--- config.mk ---
export PLATFORM = sky130hd
export DESIGN_NAME = reg_write_arbiter
export DESIGN_NICKNAME = d
export VERILOG_FILES = /design/src/rtl/reg_write_arbiter.sv
export SDC_FILE = /design/constraint.sdc
export NUM_CORES = 1
export LEC_CHECK = 0
export ABC_CLOCK_PERIOD_IN_PS = 1900
export CORE_MARGIN = 5
export CORE_UTILIZATION = 36
export DETAILED_ROUTE_END_ITERATION = 6
export PLACE_DENSITY_LB_ADDON = 0.25
export SYNTH_ARGS = -nofsm -noshare
export SYNTH_HDL_FRONTEND = slang
export SYNTH_SLANG_ARGS = --single-unit
--- constraint.sdc ---
create_clock -name clk -period 1.9 [get_ports clk]
set_input_delay 0.57 -clock clk [delete_from_list [all_inputs] [get_ports clk]]
set_output_delay 0.57 -clock clk [all_outputs]
set_load 0.01 [all_outputs]
--- src/rtl/reg_write_arbiter.sv ---
// reg_write_arbiter
//   Shares one register write port among three requesters with round-robin
//   arbitration. A requester is eligible when its Req bit is high and it was
//   not acknowledged in the same cycle. The winner is acknowledged one cycle
//   later, and its address and data are registered onto the write port.
//   Writes to address 0 are acknowledged normally but are never enabled.
//
// Ports
//   clk           rising-edge clock
//   rst           asynchronous active-low reset
//   Req[2:0]      per-requester write request
//   Req_AddrN     requester N target address
//   Req_DataN     requester N write data
//   Ack[2:0]      one-hot, single-cycle acknowledge to the winner
//   Wr_En         write enable; low for no grant or for address 0
//   Wr_Addr       registered write address (holds when there is no grant)
//   Wr_Data       registered write data (holds when there is no grant)
//   Conflict_Cnt  saturating count of cycles with two or more eligible
`timescale 1ns/1ps
module reg_write_arbiter #(
  parameter int BIT_WIDTH  = 32,
  parameter int ADDR_WIDTH = 5
) (
  input  logic                  clk,
  input  logic                  rst,
  input  logic [2:0]            Req,
  input  logic [ADDR_WIDTH-1:0] Req_Addr0,
  input  logic [ADDR_WIDTH-1:0] Req_Addr1,
  input  logic [ADDR_WIDTH-1:0] Req_Addr2,
  input  logic [BIT_WIDTH-1:0]  Req_Data0,
  input  logic [BIT_WIDTH-1:0]  Req_Data1,
  input  logic [BIT_WIDTH-1:0]  Req_Data2,
  output logic [2:0]            Ack,
  output logic                  Wr_En,
  output logic [ADDR_WIDTH-1:0] Wr_Addr,
  output logic [BIT_WIDTH-1:0]  Wr_Data,
  output logic [15:0]           Conflict_Cnt
);

  logic [1:0]            last;
  logic [2:0]            elig;
  logic [1:0]            start;
  logic [1:0]            cand;
  logic [1:0]            win;
  logic                  found;
  logic                  multi;
  logic [2:0]            win_oh;
  logic [ADDR_WIDTH-1:0] sel_addr;
  logic [BIT_WIDTH-1:0]  sel_data;

  // A requester acknowledged this cycle sits out this cycle's arbitration.
  // Its Req is still high because it only drops after it sees Ack.
  assign elig  = Req & ~Ack;
  assign multi = (elig[0] & elig[1]) | (elig[0] & elig[2]) | (elig[1] & elig[2]);

  // Round-robin search that starts one index past the last winner.
  always_comb begin
    case (last)
      2'd0:    start = 2'd1;
      2'd1:    start = 2'd2;
      default: start = 2'd0;
    endcase
    found = 1'b0;
    win   = last;
    cand  = start;
    for (int k = 0; k < 3; k++) begin
      if (!found && elig[cand]) begin
        found = 1'b1;
        win   = cand;
      end
      cand = (cand == 2'd2) ? 2'd0 : cand + 2'd1;
    end
  end

  always_comb begin
    case (win)
      2'd0: begin
        win_oh   = 3'b001;
        sel_addr = Req_Addr0;
        sel_data = Req_Data0;
      end
      2'd1: begin
        win_oh   = 3'b010;
        sel_addr = Req_Addr1;
        sel_data = Req_Data1;
      end
      default: begin
        win_oh   = 3'b100;
        sel_addr = Req_Addr2;
        sel_data = Req_Data2;
      end
    endcase
  end

  always_ff @(posedge clk or negedge rst) begin
    if (!rst) begin
      Ack          <= 3'b000;
      Wr_En        <= 1'b0;
      Wr_Addr      <= '0;
      Wr_Data      <= '0;
      Conflict_Cnt <= 16'h0000;
      last         <= 2'd2;  // gives requester 0 first priority after reset
    end else begin
      Ack   <= found ? win_oh : 3'b000;
      Wr_En <= found && (sel_addr != '0);
      if (found) begin
        Wr_Addr <= sel_addr;
        Wr_Data <= sel_data;
        last    <= win;
      end
      if (multi && (Conflict_Cnt != 16'hFFFF))
        Conflict_Cnt <= Conflict_Cnt + 16'd1;
    end
  end

endmodule

# Word-level counts from Yosys, hierarchy flattened
# Index checks and enable logic that the tools add are counted.
# word_totals
regBits,59
latch_bits,0
ram_bits,0
rom_bits,0
in_bits,116
n_memories,0
# classes
n_addsub,3
multipliers,0
div_mod_pow,0
magnitude_cmp,3
n_eq_ne,5
shift,0
n_mux,19
n_bitwise,7
n_reduce_logical,9
# op_table
op,n
case mux 32 bit (2 select lines),1
adder 16 x 1 -> 16 bit (second input constant),1
!= test 16 bit (second input constant),1
two-way mux 2 bit,5
case mux 5 bit (2 select lines),1
less-than comparator 2 x 3 -> 1 bit (second input constant),3
binary-select mux 1 bit (select 2 bit),3
two-way mux 1 bit,6
case mux 3 bit (2 select lines),1
nonzero test 5 bit,1
adder 2 x 1 -> 2 bit (second input constant),2
equality test 2 x 1 -> 1 bit (second input constant),2
equality test 2 bit (second input constant),2
logical AND 1 bit,4
zero test 2 bit,2
case mux 2 bit (2 select lines),1
AND 1 bit,3
AND 3 bit,1
two-way mux 3 bit,1
inverter 3 bit,1
zero test 1 bit,2
bitwise OR 1 bit,2

# Logic depth before layout (Yosys ltp)
# logic_depth
depth_word,15
ltp_mapped,8

# Worst setup path before layout
# No wires, ideal clock.
# synth_path
path_kind,input port to flip-flop
startpoint,input Req[0]
endpoint,register Wr_Data[30]
arrival_ns,1.919
required_ns,1.813
setup_slack_ns,-0.106
cell_stages,6
n_path_buf,1
path_cell_list,nor2b_1 > a211o_1 > buf_2 > nand2_2 > or4b_1 > o211ai_1
# synth_via
elab_chain_len,12
# synth_rtl
element,line_no,text
from (decl),26,"input logic [2:0] Req,"
AND 3 bit *,53,assign elig = Req & ~Ack;
binary-select mux 1 bit (select 2 bit),67,if (!found && elig[cand]) begin
two-way mux 1 bit (implied by the code),67,
two-way mux 1 bit,67,
zero test 1 bit,67,
logical AND 1 bit,67,
two-way mux 1 bit,67,
zero test 1 bit,67,
logical AND 1 bit,67,
two-way mux 2 bit,67,
equality test 2 x 1 -> 1 bit / zero test 2 bit (equally long branches),76,case (win)
case mux 32 bit (2 select lines),76,
to (signal assigned),108,Wr_Data <= sel_data;
to (decl),36,"output logic [BIT_WIDTH-1:0] Wr_Data,"
# Mark *: on every way between the ends. The rest lies on a longest branch, timed or not. The select of a mux whose other input is x is not followed.
# A chain may end at the register's enable or synchronous reset.

# Final worst setup path
# layout_path
startpoint,input Req[0]
endpoint,register Conflict_Cnt[15]
# layout_via
elab_chain_len,5
# layout_rtl
element,line_no,text
AND 3 bit *,53,
AND 1 bit,54,assign multi = (elig[0] & elig[1]) | (elig[0] & elig[2]) | (elig[1] & elig[2]);
bitwise OR 1 bit * (2 in series),54,
logical AND 1 bit *,111,if (multi && (Conflict_Cnt != 16'hFFFF))
to (signal assigned),112,Conflict_Cnt <= Conflict_Cnt + 16'd1;
to (decl),37,output logic [15:0] Conflict_Cnt
# Mark *: on every way between the ends. The rest lies on a longest branch, timed or not.

==> qor.csv <==
stage,metric,value,unit
power,Pleak,2.46,nW
power,Peak VDD IR,0.751,mV
worst_setup_path,CP max FO,4,
worst_setup_path,Setup crit start kind,input pin,
die,CORE AREA,8760,µm²
place,Final HPWL DP,8.49,mm
timing,fin crit period,1900,ps
die,die height,105,µm
grt,antenna violations before repair,0,
power,Seq pwr share,25.4,%
cts,Max clock buf depth,2,
die,die footprint,11100,µm²
yosys,count of different cell masters after synthesis,39,
cts,TritonCTS clock tree,done,
worst_setup_path,CP endpoint kind,flip-flop,
cts,post-cts hold buffer count,0,
finish,Nets,681,
yosys,"EDFF count, synth",0,
yosys,"Warnings, synthesis",0,
cts,clk root buf,clkbuf_8,
drt,Vias,3549,
finish,"Design Area, Final",5960,µm²
timing,RSZ-0062 raised after global routing,true,
die,Initial Util,37.2,%
drt,DR WL/cell,17.0,µm
worst_setup_path,Critical Path RT,2130,ps
grt,global route overflow,0,
yosys,share of the synthesized area in the top cell type,44.5,%
cts,Max H-tree Level,3,
yosys,Yosys reg bits,59,
power,post-route total power,8.57,mW
worst_setup_path,R2R depth,5,
power,net switching power,3.26,mW
power,Int Power,5.31,mW
place,Placed Instances,638,
drt,TritonRoute pass-1 iters,5,
cts,TritonCTS Buffers,9,
run,max_cap viols,0,
grt,vias in the first global route,3855,
finish,post-layout util,68.0,%
drt,drt initial violations,127,
cts,clock sinks,59,
drt,via density per instance,5.25,
finish,layout cells sized above 1,22.0,%
drt,WL final,11.5,mm
finish,Syn-to-layout area delta,82.9,%
yosys,leading area contributor after synthesis,dfrtp_1,
run_status,failing checks,negative setup slack,
timing,final hold violations,0,
power,part of the power in combinational logic,60.8,%
timing,final setup fails,1,
yosys,Commonest cells post-synth,"dfrtp_1 (58), nand2_1 (50), nor2_1 (44), a211oi_1 (37), and3_1 (35)",
yosys,top-count cell post-synth,dfrtp_1,
place,port bufs,172,
timing,setup_tns,-4.91,ps
power,switching share of power,38.0,%
timing,Slew HR,70.9,%
drt,Antenna Nets Post-Route,0,
place,Final GP Congestion,0.858,
timing,Highest Clock Rate,525,MHz
drt,drt drc,0,
timing,Final Skew,12.3,ps
yosys,Synth Net Count,475,
hold_path,HP Class,in -> async,
timing,Final WS setup,-4.91,ps
cts,Clock Latency Late Sink,340,ps
yosys,"FFs w/ async S/R, synth",100,%
die,IO Pins,173,
place,Post-DP Area,5480,µm²
grt,first-pass GRT wire length,18.5,mm
power,pwr dens,1440,nW/µm²
yosys,"top cells by area, synth","dfrtp_1 (45%), a211oi_1 (8.5%), o31ai_1 (7.8%)",
die,Placement Rows,34,
worst_setup_path,kind of critical path,in -> reg,
timing,worst slew pin tran,435,ps
run_status,outcome,finished with violations,
timing,Hold WS,221,ps
timing,fin crit share,100,%
yosys,"Primary FF master, synth",dfrtp_1,
place,DP Worst Slack,-710,ps
finish,Antenna diodes,0,
finish,final non-filler cell total,676,
power,Clock Power Share,13.8,%
yosys,post-synthesis sequential area ratio,45.4,%
yosys,post-synthesis cell area,3260,µm²
die,chip width,105,µm
timing,Final Max Slew Viols,0,
grt,largest net degree at the start of global routing,60,
grt,GRT Overall Usage,20.5,%
yosys,Synth Instances,358,
yosys,"Avg Cell Area, Syn",9.10,µm²
worst_setup_path,WP data arrival,2130,ps
cts,clock slew at reported path FFs,70,ps
## flip-flops by register name, summed over array words and instances (netlist names)
| register | flops |
|---|---|
| Wr_Addr | 5 |
| Conflict_Cnt | 16 |
| Ack | 3 |
| Wr_En | 1 |
| last | 2 |
| Wr_Data | 32 |
## final cells by class
cell class | instances | area, µm²
clock buffers | 13 | 169
clock inverters | 2 | 35.0
fillers | 679 | 2800
inverters | 4 | 15.0
multi-input cells | 265 | 1880
flip-flops and latches | 59 | 1480
well taps | 108 | 135
repair buffers | 225 | 2240
## power by group through the flow
stage          logic [mW]  registers, mW  clock network [mW]
6_report             5.21           2.18                1.18
5_1_grt              5.65           2.25                1.27
4_1_cts              4.96           2.20                1.21
3_5_place_dp         4.85           2.21                   0
3_3_place_gp         4.73           2.20                   0
2_1_floorplan        2.44           2.42                   0
## path summary, 6_finish.rpt
| path | slack [ps] | to | from |
|---|---|---|---|
| worst max-delay path | -5 | Conflict_Cnt[15]$_DFFE_PN0P_ | Req[0] |
| worst min-delay path | 220 | Conflict_Cnt[14]$_DFFE_PN0P_ | rst |
| worst max register to register | -5 | Conflict_Cnt[15]$_DFFE_PN0P_ | Ack[1]$_DFF_PN0_ |
| worst min register to register | 480 | Wr_Data[9]$_DFFE_PN0P_ | Wr_Data[9]$_DFFE_PN0P_ |
| max in group asynchronous | 1360 | last[1]$_DFFE_PN1P_ | rst |
| min in group clk | 480 | Wr_Data[9]$_DFFE_PN0P_ | Wr_Data[9]$_DFFE_PN0P_ |
## layer usage
layer | vias to the layer above | part of all wire, % | GRT usage [%]
met4 | 0 | 1.8 | 7.12
met1 | 1659 | 40 | 24.6
met3 | 21 | 9.1 | 6.97
met2 | 158 | 49 | 34.2
met5 | - | 0 | 0
li1 | 1711 | - | -
## worst max-delay path, cell delays in order
cell and delay, ps:
dlygate4sd2_1 250, nand2b_4 80, maj3_2 350, a2111oi_4 310, or3b_4 440, xnor2_2 130
## cell usage in the layout, fill, tap and decap left out, drive strengths merged, types with 5 or more instances in the layout
cell type      Yosys  layout
xnor2             11      11
o21ai              7       7
o31ai             34      34
a21boi             5       5
and3              38      38
clkdlybuf4s50      0     164
clkbuf            16      14
nor2              44      44
buf               14      54
dfrtp             58      58
nand4              6       6
nand2             51      51
a211oi            37      37
## cell families after synthesis
logic type / after synthesis / synth area share [%]
compound gates: 95 / 22.2
buf+inv: 34 / 4.65
flops: 59 / 45.4
xor+xnor: 15 / 4.03
mux: 1 / 0.346
simple gates: 152 / 22.7
fa+ha+maj: 2 / 0.730
## repair_timing
action / 4_1_cts / 5_1_grt
gates cloned: 0 / 1
resized for setup: 15 / 15
pin swaps: 6 / 14
endpoints found under the setup margin: 59 / 37
hold endpoints to repair: 0 / 0
buffers inserted: 5 / 17
(Power assumes the default switching activity.)
